### config.mk
export PLATFORM = sky130hd
export DESIGN_NAME = sap1_controller
export DESIGN_NICKNAME = d
export VERILOG_FILES = /design/src/rtl/sap1_controller.sv
export SDC_FILE = /design/constraint.sdc
export NUM_CORES = 1
export LEC_CHECK = 0
export CAP_MARGIN = 10
export CORE_MARGIN = 1.5
export CORE_UTILIZATION = 40
export CTS_CLUSTER_SIZE = 16
export DETAILED_ROUTE_END_ITERATION = 8
export PLACE_DENSITY = 0.78
export SETUP_SLACK_MARGIN = 0.4
export SLEW_MARGIN = 20
export SYNTH_ARGS = -nofsm -noshare
export SYNTH_HDL_FRONTEND = slang
export SYNTH_SLANG_ARGS = --single-unit
### constraint.sdc
create_clock -name CLK -period 2.5 [get_ports CLK]
set_input_delay 0.5 -clock CLK [delete_from_list [all_inputs] [get_ports CLK]]
set_output_delay 0.5 -clock CLK [all_outputs]
set_load 0.02 [all_outputs]
### src/rtl/sap1_controller.sv
// rtl/sap1_controller.sv - SAP-1 ring-counter sequencer and control-word decoder
//
// Purpose: generates the six-state one-hot T-state ring and decodes the SAP-1
// control word for LDA, ADD, SUB, OUT and HLT.
// Optional feature: define SAP1_VARIABLE_RING_EN so the ring returns to T1
// right after the last state an instruction actually uses.
//
// Ports:
//   CLK      in   system clock, rising edge
//   CLR      in   synchronous active-high reset; also blanks all controls
//   prog     in   1 = run, 0 = program mode (ring parked at T1, controls idle)
//   op       in   [3:0] opcode from the instruction register upper nibble
//   t_state  out  [5:0] one-hot ring state, bit0 = T1 ... bit5 = T6
//   hlt      out  set once HLT executes, cleared only by CLR
//   Cp, Ep, Ea, Su, Eu                   out  active-high controls
//   nLm, nCE, nLi, nEi, nLa, nLb, nLo    out  active-low controls
module sap1_controller (
  input  logic       CLK,
  input  logic       CLR,
  input  logic       prog,
  input  logic [3:0] op,
  output logic [5:0] t_state,
  output logic       hlt,
  output logic       Cp,
  output logic       Ep,
  output logic       Ea,
  output logic       Su,
  output logic       Eu,
  output logic       nLm,
  output logic       nCE,
  output logic       nLi,
  output logic       nEi,
  output logic       nLa,
  output logic       nLb,
  output logic       nLo
);

  localparam logic [5:0] T1 = 6'b000001;
  localparam logic [5:0] T2 = 6'b000010;
  localparam logic [5:0] T3 = 6'b000100;
  localparam logic [5:0] T4 = 6'b001000;
  localparam logic [5:0] T5 = 6'b010000;
  localparam logic [5:0] T6 = 6'b100000;

  localparam logic [3:0] OP_LDA = 4'b0000;
  localparam logic [3:0] OP_ADD = 4'b0001;
  localparam logic [3:0] OP_SUB = 4'b0010;
  localparam logic [3:0] OP_OUT = 4'b1110;
  localparam logic [3:0] OP_HLT = 4'b1111;

  logic [5:0] t_next;
  logic       hlt_next;
  logic [5:0] last_state;

  // Last ring state the current instruction needs before wrapping to T1.
  always_comb begin
    last_state = T6;
`ifdef SAP1_VARIABLE_RING_EN
    case (op)
      OP_LDA:         last_state = T5;
      OP_ADD, OP_SUB: last_state = T6;
      OP_OUT:         last_state = T4;
      OP_HLT:         last_state = T6;
      default:        last_state = T3;
    endcase
`endif
  end

  // State register
  always_ff @(posedge CLK) begin
    if (CLR) begin
      t_state <= T1;
      hlt     <= 1'b0;
    end else begin
      t_state <= t_next;
      hlt     <= hlt_next;
    end
  end

  // Next-state logic. A halted controller stays frozen whatever prog does;
  // only CLR releases it.
  always_comb begin
    t_next   = t_state;
    hlt_next = hlt;
    if (hlt) begin
      t_next = t_state;
    end else if (!prog) begin
      t_next = T1;
    end else if (t_state == T4 && op == OP_HLT) begin
      hlt_next = 1'b1;
      t_next   = T4;
    end else if (t_state == last_state) begin
      t_next = T1;
    end else begin
      case (t_state)
        T1:      t_next = T2;
        T2:      t_next = T3;
        T3:      t_next = T4;
        T4:      t_next = T5;
        T5:      t_next = T6;
        default: t_next = T1;  // also recovers from a non-one-hot value
      endcase
    end
  end

  // Control-word decode
  always_comb begin
    Cp  = 1'b0;
    Ep  = 1'b0;
    Ea  = 1'b0;
    Su  = 1'b0;
    Eu  = 1'b0;
    nLm = 1'b1;
    nCE = 1'b1;
    nLi = 1'b1;
    nEi = 1'b1;
    nLa = 1'b1;
    nLb = 1'b1;
    nLo = 1'b1;
    if (!CLR && !hlt && prog) begin
      case (t_state)
        T1: begin
          Ep  = 1'b1;
          nLm = 1'b0;
        end
        T2: begin
          Cp = 1'b1;
        end
        T3: begin
          nCE = 1'b0;
          nLi = 1'b0;
        end
        T4: begin
          case (op)
            OP_LDA, OP_ADD, OP_SUB: begin
              nLm = 1'b0;
              nEi = 1'b0;
            end
            OP_OUT: begin
              Ea  = 1'b1;
              nLo = 1'b0;
            end
            default: ;
          endcase
        end
        T5: begin
          case (op)
            OP_LDA: begin
              nCE = 1'b0;
              nLa = 1'b0;
            end
            OP_ADD, OP_SUB: begin
              nCE = 1'b0;
              nLb = 1'b0;
            end
            default: ;
          endcase
        end
        T6: begin
          case (op)
            OP_ADD: begin
              Eu  = 1'b1;
              nLa = 1'b0;
            end
            OP_SUB: begin
              Eu  = 1'b1;
              Su  = 1'b1;
              nLa = 1'b0;
            end
            default: ;
          endcase
        end
        default: ;
      endcase
    end
  end

endmodule

# Word-level counts from Yosys, hierarchy flattened
# Cells that the tools add are included.
[totals]
regBits = 7
latch_bits = 0
ram_bits = 0
mem_bits_ro = 0
out_inout_bits = 19
elab_cells = 58
mem_count = 0
[op_classes]
n_addsub = 0
multipliers = 0
div_mod_pow = 0
n_lt_le_gt_ge = 0
n_eq_ne = 10
shift = 0
mux = 38
n_bitwise = 0
reduce_logical = 8
[op_table]
columns = ["cell", "n"]
rows = [
  ["1-bit 2-to-1 mux", 31],
  ["6-bit one-hot mux with 5 select lines", 1],
  ["6-bit 2-to-1 mux", 3],
  ["4-bit == test, second input constant", 2],
  ["6-bit by 1-bit == test with 1-bit output, second input constant", 1],
  ["6-bit by 2-bit == test with 1-bit output, second input constant", 1],
  ["6-bit by 3-bit == test with 1-bit output, second input constant", 1],
  ["6-bit by 4-bit == test with 1-bit output, second input constant", 1],
  ["6-bit by 5-bit == test with 1-bit output, second input constant", 1],
  ["6-bit == test, second input constant", 1],
  ["1-bit one-hot mux with 2 select lines", 3],
  ["4-bit by 1-bit == test with 1-bit output, second input constant", 1],
  ["4-bit by 2-bit == test with 1-bit output, second input constant", 1],
  ["4-bit zero test", 1],
  ["1-bit logical AND", 3],
  ["3-bit OR reduction", 1],
  ["1-bit zero test", 2],
  ["2-bit OR reduction", 1],
]

# Depth between registers and ports, before layout
# Gate-level depths: netlist of run 1.
[depth]
ltp_word = 5
ltp_mapped = 4

# Worst setup path before layout of run 1
# No wires, ideal clock.
[synth_timing]
path_type = "flip-flop to output port"
from = "register t_state[2]"
to = "output port Eu"
t_arrival_ns = 1.767
t_required_ns = 2.000
slack_ns = 0.233
path_stages_with_launch = 5
path_cell_list = "dfxtp_1 -> buf_6 -> or4_4 -> or4_4 -> nor2b_1"
[synth_between]
elab_chain_cells = 3
[synth_rtl]
columns = ["item", "line", "rtl"]
rows = [
  ["start: declaration", "22", "output logic [5:0] t_state,"],
  ["start signal: assignment", "75", "t_state <= t_next;"],
  ["6-bit == test", "121", "case (t_state)"],
  ["1-bit 2-to-1 mux", "121", ""],
  ["1-bit 2-to-1 mux", "120", "if (!CLR && !hlt && prog) begin"],
  ["end: declaration", "28", "output logic Eu,"],
]
# Every way passes these cells.

# Final worst setup path of run 1
[layout_timing]
from = "register t_state[0]"
to = "output port nLa"
[layout_between]
elab_chain_cells = 3
word_cells_on_any_way = 4
cone_classes = "eq/ne: 2; mux: 2"
[layout_rtl]
columns = ["item", "line", "rtl"]
rows = [
  ["6-bit == test / 6-bit by 5-bit == test with 1-bit output (equally long branches)", "121", ""],
  ["1-bit one-hot mux with 2 select lines (*)", "121", ""],
  ["1-bit 2-to-1 mux (*)", "120", ""],
  ["end: declaration", "33", "output logic nLa,"],
]
# Every way passes the cells marked *; elsewhere a longest branch is shown, timed or not.

==> results of run 1 <==
[cell type report]
class	count	area share, %
Multi-Input combinational cell	53	45.3
Timing Repair Buffer	47	37.4
Sequential cell	7	12.7
Clock buffer	4	2.34
Tap cell	15	1.67
Inverter	2	0.667
[sequential cells by signal (all words and copies together), names as in the netlist]
signal / cells
t_state: 6
hlt: 1
[critical path: cells and delay by family (launching register included)]
kind	cells	cell delay [ps]
buf+inv	1	130
simple gates	2	1020
flops	1	310
compound gates	1	200
[per-stage QoR]
stage,std cells,utilization [%]
2_1_floorplan,64,-
3_3_place_gp,120,74.8
3_5_place_dp,120,74.8
4_1_cts,127,81.0
5_1_grt,128,85.4
6_report,128,85.4
[power groups by stage]
stage / Combinational, mW / Clock [mW] / Sequential (mW)
6_report: 0.0923 / 0.110 / 0.115
5_1_grt: 0.0963 / 0.117 / 0.116
4_1_cts: 0.0818 / 0.111 / 0.115
3_5_place_dp: 0.0785 / 0 / 0.118
3_3_place_gp: 0.0765 / 0 / 0.118
2_1_floorplan: 0.0274 / 0 / 0.122
[layout by cell type (no fill, tap or decap), drive strengths merged, types with 2 or more instances in the layout]
cell type and n:
nor3 4, nor2 3, dfxtp 7, nor4b 3
buf 34, nor3b 3, and3 3, nand2 2
clkbuf 5, or4b 2, nor2b 3, a21o 4
clkdlybuf4s50 7, or4 3, dlygate4sd2 4, inv 2
nand3 3
[worst max-delay path by stage]
| stage | end | slack (ps) | startpoint | depth (start not counted) |
|---|---|---|---|---|
| floorplan | nLa | 350 | t_state[2] | 4 |
| CTS | nLa | 20 | t_state[0] | 4 |
| finish | nLa | 90 | t_state[0] | 4 |
| global route | nLa | 60 | t_state[1] | 4 |
| detailed placement | nLa | -640 | prog | 5 |
| global placement | nLa | -600 | prog | 5 |
[what timing repair did]
item | CTS | global route
hold buffers | 0 | 0
buffers inserted | 3 | 1
gates resized for setup | 81 | 16
pin swaps | 4 | 4
setup endpoints to repair | 12 | 12
[per-layer routing]
layer	share of wire (%)	GRT usage, %	up-vias
met5	0	0	-
met1	46	32.6	356
met3	4.5	8.15	2
met2	49	46.1	27
met4	0.46	2.50	0
li1	-	-	357
[cells by family after synthesis]
group	synth area share, %
AO/OA/AOI/OAI	19.7
buffers and inverters	4.59
flip-flops	24.5
XOR/XNOR	3.06
AND/OR/NAND/NOR	48.3
==> results by group, run 1 <==
Synthesis
  • Avg Inst Size Synth: ~9.0 um^2
  • Post-synthesis register bit count: 7
  • Post-synthesis sequential area ratio: roughly a quarter
  • Top-count cell post-synth: dfxtp_1
  • Share of the synthesized area in the top cell type: 24.5%
  • Area of the mapped netlist: between 500 and 600 um^2
  • Synth warn: 0
  • Synth Instances: between 60 and 70
  • Synth Flop Type: dfxtp_1
  • Synth top cells by count: dfxtp_1, nor3_1
  • Area contributors post-synth: dfxtp_1, or4_4, nor4b_1, a21o_1, nor3_1
  • Async SR Flop Fraction: 0%
  • Post-synthesis cell type count: 37
  • Mapped Nets: 71
  • Largest area contributor in the netlist: dfxtp_1
  • EDFF count, synth: 0

Placed design
  • Place WS: -643 ps
  • # port buffers: 25
  • Placement-stage cell area: around 990 um^2
  • Gpl congestion: ~0.8
  • Hpwl dp: approximately 1500 um

Cells and area
  • Synthesis-to-layout area growth: 96.3%
  • Fillers: between 70 and 80
  • Multi-input gate area: 509 um^2
  • Share of layout cells above drive strength 1: 57.5%
  • Ant diodes: 0
  • FF/Latch Area: 143 um^2
  • Nets@finish: roughly 120
  • Final non-filler cell area: roughly 0.0011 mm^2

CTS
  • Longest Clk Path Bufs: 2
  • Clock Pin Slew Worst Setup and Hold Paths: about 60 ps
  • Clock root buffer: clkbuf_4
  • Clock Latency Late Sink: about 250 ps
  • TritonCTS clock tree: done
  • CTS Sinks: 7
  • CTS buffer count: 3
  • Depth of the CTS H-tree: 1

Drt
  • Final ANT Viol Nets: 0
  • Vias: 742
  • DRT iter0 DRCs: 17
  • Final wirelength: between 2000 and 2500 um
  • Vias per cell: 5.80
  • DR WL/cell: ~17 um
  • DRT Pass-1 Iters: 4
  • DRC errors left: 0

Power and ir drop
  • Switch share: a little under 30%
  • Reg power frac: between 30% and 40%
  • Clock share of power: 34.6%
  • Peak VDD IR: 0.289 mV
  • Pint: roughly 220 uW
  • Power, Total: 318 uW
  • Static Leak: between 0.4 and 0.5 nW
  • Comb power frac: between 20% and 30%
  • Psw: a little over 90 uW
  • Pwr dens: approximately 280 mW/mm^2

Global route
  • Vias in the first global route: 648
  • Largest net degree at the start of global routing: 11
  • First-pass GRT wire length: about 2800 um
  • Initial antenna violation count: 0
  • GR Overflow Total: 0
  • Total GRT Usage: a little over a quarter

STA
  • Setup TNS: 0 ps
  • Hold Fails Final Rpt: 0
  • Max-slew violation count: 0
  • Period utilization: between 90% and 100%
  • Slew @ Worst Pin: around 450 ps
  • # setup viols final: 0
  • RSZ-0062 raised after global routing: yes
  • Slew headroom: 69.8%
  • Max Fclk: ~410 MHz
  • Worst setup margin: 86.9 ps
  • Skew final: around 0.75 ps
  • Hold_ws: roughly 630 ps
  • Min Clock Period, post-route: around 2400 ps

Floorplanning
  • FP Rows: 13
  • IO Count: 26
  • Die width: roughly 41 um
  • DIE AREA: around 0.0017 mm^2
  • Die span in y: just over 40 um
  • Starting density of the core: about 43%
  • Core ar.: 0.00132 mm^2

Setup path
  • Max incr delay on CP: 540 ps
  • Reg2reg setup slack: between 800 and 900 ps
  • CP startpoint kind: flop
  • Critical-path top delay cell: or4_4
  • R2r startpoint: t_state[0]
  • Worst R2R Path Depth: 5
  • CP Max Fanout: 3
  • Setup CP Type: flop to output port
  • Required time of the critical path: ~2000 ps
  • CP Capture Type: output port
  • Most used cell, CP: or4_4
  • Critical R2R Capture: t_state[3]
  • Crit-path cells: or4_4 -> or4_4 -> o21bai_4 -> buf_6
  • Arr. time, crit path: around 1900 ps

Hold path
  • Min-delay src: t_state[1]
  • Hold depth: 2
  • Hold Path Class: flop to flop
  • Hold EP: t_state[1]

Outcome
  • Status: complete, no violations

Flow run
  • Max-Cap Viols: 0
Note: power is estimated with default switching activity, not from simulation.
==> run 2: changes to the inputs <==
--- a/config.mk
+++ b/config.mk
@@ -8,6 +8,7 @@
 export CAP_MARGIN = 10
 export CORE_MARGIN = 1.5
 export CORE_UTILIZATION = 40
+export CTS_BUF_LIST = sky130_fd_sc_hd__clkbuf_16
 export CTS_CLUSTER_SIZE = 16
 export DETAILED_ROUTE_END_ITERATION = 8
 export PLACE_DENSITY = 0.78
==> run 2 against run 1 <==
Sequential cell count did not move. Total power increased by 60%. Clock skew about the same. Die area stayed put. Sequential share of layout area is 1.2 points lower. Largest cell class unchanged. Largest power group is now the clock network. Highest routed layer unchanged.
==> results by group, run 2 (synthesis gave the netlist of run 1 again) <==
Placed design
  • Placed cells: 120
  • Gpl congestion: roughly 0.78
  • Hpwl dp: about 1500 um
  • # port buffers: 25
  • Place WS: -643 ps

STA
  • Slew @ Worst Pin: around 410 ps
  • Min Clock Period, post-route: about 2400 ps
  • Slew headroom: 72.3%
  • RSZ-0062 raised after global routing: yes
  • Period utilization: a little over nine tenths
  • # setup viols final: 0
  • Max Fclk: around 410 MHz
  • Max-slew violation count: 0
  • Skew final: ~0.74 ps
  • Worst setup margin: 78.3 ps
  • Hold Fails Final Rpt: 0

Cells and area
  • Ant diodes: 0
  • Multi-input gate area: between 500 and 600 um^2
  • Synthesis-to-layout area growth: 121%
  • Max reg flops: 6
  • Most frequent cells in the layout: buf_4, buf_6, clkdlybuf4s50_1
  • Top reg by flops: t_state
  • Biggest regs: t_state x6, hlt x1
  • FF/Latch Area: between 100 and 150 um^2
  • Share of layout cells above drive strength 1: 61.5%
  • Final std cells w/o fill: roughly 130
  • Fillers: 29
  • Most common cell after layout, fill and taps aside: buf_4
  • Nets@finish: between 100 and 150

Floorplanning
  • FP Rows: 13
  • DIE AREA: 0.00167 mm^2
  • Starting density of the core: 43.5%
  • Die span in y: 40.9 um
  • IO Count: 26
  • Core ar.: between 0.001 and 0.0015 mm^2
  • Die width: just over 40 um

Setup path
  • Reg2reg setup slack: just under 800 ps
  • CP Max Fanout: 3
  • Setup CP Type: flop to output port
  • R2r startpoint: t_state[0]
  • Arr. time, crit path: between 1500 and 2000 ps
  • CP Capture Type: output port
  • Required time of the critical path: approximately 2000 ps
  • Worst R2R Path Depth: 5
  • Critical R2R Capture: t_state[3]
  • CP startpoint kind: flop

CTS
  • CTS buffer count: 3
  • CTS Sinks: 7
  • Clock Pin Slew Worst Setup and Hold Paths: ~40 ps
  • Number of buffers inserted by hold repair at cts: 0
  • Clock Latency Late Sink: roughly 230 ps
  • Clock root buffer: clkbuf_16
  • Depth of the CTS H-tree: 1
  • Longest Clk Path Bufs: 2
  • TritonCTS clock tree: done

Global route
  • Initial antenna violation count: 0
  • GR Overflow Total: 0
  • Total GRT Usage: 37.2%
  • First-pass GRT wire length: 3920 um
  • Largest net degree at the start of global routing: 11
  • Vias in the first global route: just under 800

Drt
  • DR WL/cell: roughly 26 um
  • Vias per cell: around 6.8
  • Final ANT Viol Nets: 0
  • Final wirelength: about 3500 um
  • Vias: ~900
  • DRT iter0 DRCs: 48
  • DRC errors left: 0
  • DRT Pass-1 Iters: 4

Power and ir drop
  • Pwr dens: 400 mW/mm^2
  • Peak VDD IR: ~0.66 mV
  • Static Leak: between 0.5 and 0.6 nW

Outcome
  • Status: complete, no violations

Hold path
  • Hold Path Class: flop to flop
  • Min-delay src: t_state[3]
  • Hold depth: 2
  • Hold EP: t_state[3]

Flow run
  • Max-Cap Viols: 0
[run 2: cell count changes in the layout (fill, tap and decap cells not counted), sizes merged]
cell           before  now
inv                 2    3
clkdlybuf4s15       1    0
buf                34   39
clkbuf              5    4
[run 2: per-stage QoR]
stage / setup TNS [ps] / util (%) / hold slack (ps) / total power [mW] / instance area [um^2]
5_1_grt: 0 / 96.2 / 700 / 0.512 / 1270
4_1_cts: 0 / 92.0 / 641 / 0.489 / 1210
6_report: 0 / 96.2 / 690 / 0.507 / 1270
3_3_place_gp: -4380 / 74.8 / 601 / 0.194 / 986
2_1_floorplan: 0 / - / 635 / 0.150 / 601
3_5_place_dp: -4790 / 74.8 / 615 / 0.196 / 986
[run 2: worst max path at each step]
stage	from	end
floorplan	t_state[2]	nLa
global placement	prog	nLa
detailed placement	prog	nLa
CTS	t_state[2]	nLa
global route	t_state[1]	nLa
finish	t_state[1]	nLa
[run 2: layout make-up]
cell class | count | area share (%)
multi-input combinational | 53 | 43.3
clock inverter | 1 | 0.296
tap | 15 | 1.48
clock buffer | 3 | 5.92
sequential | 7 | 11.5
inverter | 2 | 0.592
timing repair buffer | 51 | 36.9
[run 2: what timing repair did]
action | 4_1_cts | 5_1_grt
hold endpoints to repair | 0 | 0
endpoints found under the setup margin | 12 | 12
pin swaps | 9 | 6
setup buffers | 7 | 1
resized for setup | 92 | 17
[run 2: layer usage]
layer | track usage (%) | vias up | part of all wire, %
li1 | - | 363 | -
met4 | 15.8 | 0 | 3.4
met1 | 42.2 | 443 | 37
met3 | 14.7 | 18 | 10
met2 | 60.9 | 80 | 50
met5 | 0 | - | 0
[run 2: where the power goes]
part	total [mW]	switching, mW	internal [mW]
logic	0.115	0.0578	0.0572
registers	0.117	0.00241	0.115
clock network	0.274	0.0656	0.209
total	0.507	0.126	0.381
[run 2: critical path, cell delays in order, from the launching register on]
cell and delay, ps:
dfxtp_2 330, or4_4 520, or4_4 490, o21bai_4 200, buf_6 140
